--- src/rtl/stack_ctrl.sv ---
// Hardware stack controller driving an external RAM (sync write, async read); depth/flags update one edge after the op.
// Never stalls: an illegal op (underflow/overflow) is dropped in its cycle and latched in a sticky flag.
module stack_ctrl #(
    parameter int WIDTH = 6,
    parameter int SIZE  = 64
) (
    input  logic             clk,
    input  logic             rst,
    input  logic             push,
    input  logic [1:0]       pop_cnt,
    input  logic [15:0]      din,
    input  logic             clr_err,
    output logic [15:0]      tos,
    output logic [15:0]      nos,
    output logic [WIDTH:0]   depth,
    output logic             empty,
    output logic             full,
    output logic             overflow,
    output logic             underflow,
    output logic [WIDTH:0]   max_depth,
    output logic [WIDTH-1:0] mem_dout_addr0,
    output logic [WIDTH-1:0] mem_dout_addr1,
    input  logic [15:0]      mem_dout0,
    input  logic [15:0]      mem_dout1,
    output logic             we,
    output logic [WIDTH-1:0] mem_din_addr,
    output logic [15:0]      mem_din
);
    localparam int XW = WIDTH + 2;
    localparam logic [XW-1:0] SIZE_X = XW'(SIZE);

    logic [WIDTH:0] depth_q, depth_d;
    logic [WIDTH:0] max_q, max_d;
    logic           ovf_q, ovf_d;
    logic           udf_q, udf_d;

    logic [XW-1:0]  d_x, p_x, base_x, n_x;
    logic           udf_op, ovf_op, legal;

    // Extra headroom bits so d - p + push never aliases before the range checks.
    always_comb begin
        d_x    = XW'(depth_q);
        p_x    = XW'(pop_cnt);
        base_x = d_x - p_x;
        n_x    = base_x + XW'(push);
        udf_op = (d_x < p_x);
        ovf_op = !udf_op && (n_x > SIZE_X);
        legal  = !udf_op && !ovf_op;
    end

    assign we           = push & legal & ~rst;
    assign mem_din_addr = base_x[WIDTH-1:0];
    assign mem_din      = din;

    assign mem_dout_addr0 = depth_q[WIDTH-1:0] - WIDTH'(1);
    assign mem_dout_addr1 = depth_q[WIDTH-1:0] - WIDTH'(2);

    assign tos = (depth_q >= (WIDTH+1)'(1)) ? mem_dout0 : 16'h0000;
    assign nos = (depth_q >= (WIDTH+1)'(2)) ? mem_dout1 : 16'h0000;

    assign depth     = depth_q;
    assign empty     = (depth_q == '0);
    assign full      = (depth_q == (WIDTH+1)'(SIZE));
    assign overflow  = ovf_q;
    assign underflow = udf_q;
    assign max_depth = max_q;

    always_comb begin
        depth_d = depth_q;
        max_d   = max_q;
        ovf_d   = ovf_q;
        udf_d   = udf_q;
        if (clr_err) begin
            ovf_d = 1'b0;
            udf_d = 1'b0;
        end
        // A fresh error in the clearing cycle still wins.
        if (ovf_op) ovf_d = 1'b1;
        if (udf_op) udf_d = 1'b1;
        if (legal) begin
            depth_d = n_x[WIDTH:0];
            if (n_x[WIDTH:0] > max_q) max_d = n_x[WIDTH:0];
        end
    end

    always_ff @(posedge clk) begin
        if (rst) begin
            depth_q <= '0;
            max_q   <= '0;
            ovf_q   <= 1'b0;
            udf_q   <= 1'b0;
        end else begin
            depth_q <= depth_d;
            max_q   <= max_d;
            ovf_q   <= ovf_d;
            udf_q   <= udf_d;
        end
    end
endmodule

--- config.mk ---
export PLATFORM = sky130hd
export DESIGN_NAME = stack_ctrl
export DESIGN_NICKNAME = d
export VERILOG_FILES = /design/src/rtl/stack_ctrl.sv
export SDC_FILE = /design/constraint.sdc
export NUM_CORES = 1
export LEC_CHECK = 0
export ABC_AREA = 1
export ABC_CLOCK_PERIOD_IN_PS = 4090
export CORE_AREA = 2 2 60 104
export DETAILED_ROUTE_END_ITERATION = 8
export DIE_AREA = 0 0 62 106
export PLACE_DENSITY = 0.78
export SYNTH_ARGS = -nofsm -noshare
export SYNTH_HDL_FRONTEND = slang
export SYNTH_SLANG_ARGS = --single-unit
--- constraint.sdc ---
create_clock -name clk -period 4.09 [get_ports clk]
set_input_delay 1.0225 -clock clk [delete_from_list [all_inputs] [get_ports clk]]
set_output_delay 1.0225 -clock clk [all_outputs]
set_load 0.05 [all_outputs]
==> results of run 1 <==
metrics by stage:
stage                     cells  utilization, %
after global placement      509            55.1
after floorplan             320               -
final                       515            56.6
after CTS                   512            55.8
after global routing        515            56.6
after detailed placement    509            55.1
critical path: stages:
cell and delay (ns):
buf_6 0.07, ha_4 0.13, inv_4 0.03, fa_2 0.61, nand2_1 0.06, inv_1 0.06, nand2_1 0.07, inv_2 0.06
nand2_1 0.09, nor2_2 0.15, buf_4 0.12, nand4_1 0.09, nand2_2 0.11, nand3_4 0.09, nor2_4 0.14, buf_12 0.14
area by class of cell:
type	count	area, um2	share of cell area [%]
Sequential cell	16	322	9.82
Tap cell	78	97.6	2.98
Multi-Input combinational cell	201	1200	36.7
Clock buffer	3	41.3	1.26
Inverter	81	310	9.47
Timing Repair Buffer	136	1300	39.8
registers in the layout, indices dropped and copies added, names as in the netlist:
name,flops
depth,7
underflow,1
overflow,1
max_depth,7
logic make-up after synthesis:
kind of cell             synth area share (%)
AND/OR/NAND/NOR                          38.6
flip-flops                               16.7
buffers and inverters                    24.3
XOR/XNOR                                 2.28
adder cells (fa/ha/maj)                  11.5
AO/OA/AOI/OAI                            6.70
cells in the mapped netlist, drive strengths merged:
cell type   n
o211ai      1
a31oi       1
nand3b      2
fa          1
and2        1
nand3      14
nand2      79
a21oi      12
nand4       5
buf        20
ha         16
inv        81
or2         2
o21ai       2
dfxtp      16
nor3        3
clkbuf      2
xor2        5
nor2       51
a211oi      2
o21bai      4
repair_timing:
| item | 4_1_cts | 5_1_grt |
|---|---|---|
| pin swaps | 7 | 11 |
| setup endpoints to repair | 8 | 10 |
| setup buffers | 0 | 3 |
| hold buffers | 0 | 0 |
| gates resized for setup | 7 | 8 |
path summary, 6_finish.rpt:
check	from	to	cells after the start
worst max-delay path	pop_cnt[0]	we	16
worst min-delay path	underflow$_SDFFE_PP0P_	underflow$_SDFFE_PP0P_	2
worst max register to register	depth[0]$_SDFFE_PP0P_	max_depth[0]$_SDFFE_PP0P_	20
worst min register to register	underflow$_SDFFE_PP0P_	underflow$_SDFFE_PP0P_	2
layer usage:
layer / share of wire, % / routed length [um] / up-vias / track usage [%]
li1: - / - / 1171 / -
met1: 40 / 2850 / 1010 / 27.6
met2: 49 / 3500 / 118 / 38.6
met3: 9.4 / 673 / 20 / 2.31
met4: 2.4 / 172 / 0 / 7.75
met5: 0 / 0 / - / 0
==> impl_metrics.yaml, run 1 <==
cells_and_area:
  fin_nets: 510
  syn2layout_area_growth_pct: 70.3
  final_layout_size_suffix_gt1_share_pct: 22.7
  layout.cells.most_common: "clkdlybuf4s50_1"
  fillers: 570
  final_cell_mix: "81 x clkdlybuf4s50_1, 73 x inv_1, 63 x nand2_1"
  diodes: 0
  stdcell_area_um2: 3280
critical_path:
  crit_path_max_fanout: 3
  required_ns: 3.07
  rrSetupSlack_ns: 0.55
  startpoint_type: "primary input"
  end_kind: "output port"
  path_class: "in -> out"
  cp.arrival_ns: 3.07
sta:
  finalMaxSlewViolations: 0
  post-route-period-util_pct: 100
  post-route-min-period_ns: 4.10
  slew_headroom_pct: 58.7
  tightestPinTransition_ns: 0.617
  fmax_mhz: 244
  finalSetupTns_ns: -0.00700
  whs_ns: 0.469
  setup_slack_ns: -0.00700
  rsz0062_at_grt: "true"
  hold_viol_final: 0
  finalSetupViolCount: 1
  skew_ns: 0.000977
run_status:
  violations: "negative setup slack"
  status: "finished with violations"
die:
  rows: 37
  core_area_um2: 5790
  io_pins: 139
  die_h_um: 106
  die_x_um: 62
  die_area_um2: 6570
  start_util_pct: 33.2
grt:
  grt_pass1_wl_um: 11000
  grt_max_degree: 17
  antenna_found_initial: 0
  grt_overflow: 0
  grt_pass1_vias: 2352
  grt_usage_pct: 22.5
clock_tree:
  clkTransAtPathRegs_ns: 0.06
  cts_inserted_buffers: 3
  cts_sinks: 16
  htree_levels: 1
  clk_latency_ns: 0.25
  cts_tree: "done"
  clock_path_buffers: 2
  cts_root_buf: "clkbuf_8"
synthesis:
  netlist_area_um2: 1920
  synth_top_area_share_pct: 16.7
  yosys_warnings: 0
  synth_area_leaders: "dfxtp_1 17%, inv_1 15%, nand2_1 13%"
  synth_seq_cells: 16
  syn_avg_cell_area_um2: 6.01
  ys_seq_area_share_pct: 16.7
  synth_cell_types: 32
  synth.net_count: 391
  yosysTopAreaCell: "dfxtp_1"
  syn_inst: 320
detailed_routing:
  dr.pass1.iters: 4
  drcViolationCount: 0
  drt-initial-drc-count: 94
  wl_um: 7200
  avgRoutedWirePerCell_um: 14.0
  viasPerCell: 4.50
  detail-route-antenna-nets: 0
  vias: 2319
place:
  dp_slack_ns: -0.455
  portBuffers: 106
  gp_congestion: 0.957
  dpl_cell_area_um2: 3190
  hpwl_um: 6130
run:
  maxCapViolCount: 0
hold_path:
  hold_path_class: "reg -> reg"
Power of run 1 is left out: the tool's default activity adds up to more than one toggle a clock period on the data nets, which glitch-free logic cannot reach.
==> run 2, diff against run 1 <==
PLACE_DENSITY = 0.87   (was 0.78)
==> run 2 against run 1 <==
  * The run now ends clean
  * Clock skew increased by 0.0024 ns
  * Design area decreased by 0.61%
  * Utilization decreased by 0.35 points
  * Global-route usage decreased by 0.12 points
  * First-iteration DRC count increased by 8.5%
  * Maximum frequency increased by 1.8%
  * Final cell count decreased by 0.39%
  * Via count increased by 2.4%
  * Sequential share of layout area increased by 0.060 points
  * Worst hold slack got worse by 0.0058 ns
  * Die area unchanged
  * Critical path type unchanged
  * Largest cell class unchanged
==> impl_metrics.yaml, run 2 (same netlist as run 1, synthesis figures left out) <==
cells_and_area:
  final_layout_size_suffix_gt1_share_pct: 21.8
  fillers: 552
  syn2layout_area_growth_pct: 69.3
  fin_nets: 508
  diodes: 0
  layout.cells.most_common: "clkdlybuf4s50_1"
  final_cell_mix: "81 x clkdlybuf4s50_1, 74 x inv_1, 66 x nand2_1"
die:
  die_area_um2: 6570
  start_util_pct: 33.2
  die_h_um: 106
  die_x_um: 62
  io_pins: 139
  rows: 37
  core_area_um2: 5790
sta:
  post-route-min-period_ns: 4.03
  post-route-period-util_pct: 98.4
  tightestPinTransition_ns: 0.610
  skew_ns: 0.00341
  fmax_mhz: 248
  finalMaxSlewViolations: 0
  slew_headroom_pct: 59.2
  hold_viol_final: 0
  setup_slack_ns: 0.0639
  finalSetupViolCount: 0
  rsz0062_at_grt: "true"
clock_tree:
  clock_path_buffers: 2
  cts_root_buf: "clkbuf_8"
  clk_latency_ns: 0.25
  htree_levels: 1
  clkTransAtPathRegs_ns: 0.06
  cts_sinks: 16
  cts_inserted_buffers: 3
  cts_tree: "done"
detailed_routing:
  detail-route-antenna-nets: 0
  wl_um: 7390
  avgRoutedWirePerCell_um: 14.4
  dr.pass1.iters: 4
  drt-initial-drc-count: 102
  vias: 2374
  drcViolationCount: 0
  viasPerCell: 4.63
critical_path:
  crit_path_max_fanout: 3
  required_ns: 3.07
  path_class: "in -> out"
  end_kind: "output port"
  rrSetupSlack_ns: 0.68
  cp.arrival_ns: 3.00
  startpoint_type: "primary input"
  r2r_cells: 22
place:
  dp_slack_ns: -0.469
  hpwl_um: 6330
  portBuffers: 106
  gp_congestion: 0.918
run_status:
  status: "finished, final reports clean"
grt:
  grt_max_degree: 17
  grt_pass1_wl_um: 10700
  grt_pass1_vias: 2251
  antenna_found_initial: 0
  grt_usage_pct: 22.3
  grt_overflow: 0
hold_path:
  hold_path_class: "reg -> reg"
  holdPathStages: 2
run:
  maxCapViolCount: 0
-- run 2: cell types whose count changed in the layout (fill, tap and decap cells not counted), sizes merged --
cell,change
dlygate4sd2,-1
buf,-2
clkbuf,+1
-- run 2: final timing paths --
check,from,end
setup / recovery,pop_cnt[0],we
hold / removal,overflow$_SDFFE_PP0P_,overflow$_SDFFE_PP0P_
hold reg to reg,overflow$_SDFFE_PP0P_,overflow$_SDFFE_PP0P_
setup reg to reg,depth[0]$_SDFFE_PP0P_,max_depth[2]$_SDFFE_PP0P_
-- run 2: metrics by stage --
stage	hold WS [ns]	setup TNS, ns	util (%)	area [um2]	std cells
2_1_floorplan	0.617	-0.189	-	1970	320
3_3_place_gp	0.457	-2.85	55.2	3200	510
3_5_place_dp	0.458	-3.36	55.2	3200	510
4_1_cts	0.467	0	56.0	3240	513
5_1_grt	0.496	-0.0325	56.3	3260	513
6_report	0.463	0	56.3	3260	513
-- run 2: repair_timing --
action,4_1_cts,5_1_grt
pin swaps,7,0
gates cloned,0,0
buffers inserted,0,0
hold buffers,0,0
setup endpoints to repair,8,6
resized for setup,9,5
-- run 2: area by class of cell --
class / count / area, um2 / share of cell area (%)
repair buffers: 134 / 1280 / 39.5
multi-input cells: 201 / 1200 / 36.9
flip-flops and latches: 16 / 322 / 9.88
inverters: 81 / 310 / 9.53
well taps: 78 / 97.6 / 3.00
clock buffers: 3 / 41.3 / 1.27
-- run 2: layer usage --
layer	share of wire [%]	vias up	track usage, %	routed length (um)
met5	0	-	0	0
met4	4.8	0	10.8	352
met3	11	31	2.80	828
met2	48	121	37.9	3510
met1	36	1055	26.1	2690
li1	-	1167	-	-
-- run 2: worst max-delay path, stage by stage --
cell	delay, ns
buf_6	0.07
ha_4	0.12
inv_4	0.03
fa_2	0.58
ha_4	0.22
or2_4	0.22
nor2_2	0.10
nand2_1	0.05
nor2_1	0.08
nand2_1	0.09
nand2_4	0.08
nand3_4	0.07
nor2_4	0.12
buf_12	0.14
Power of run 2 is left out for the same reason.
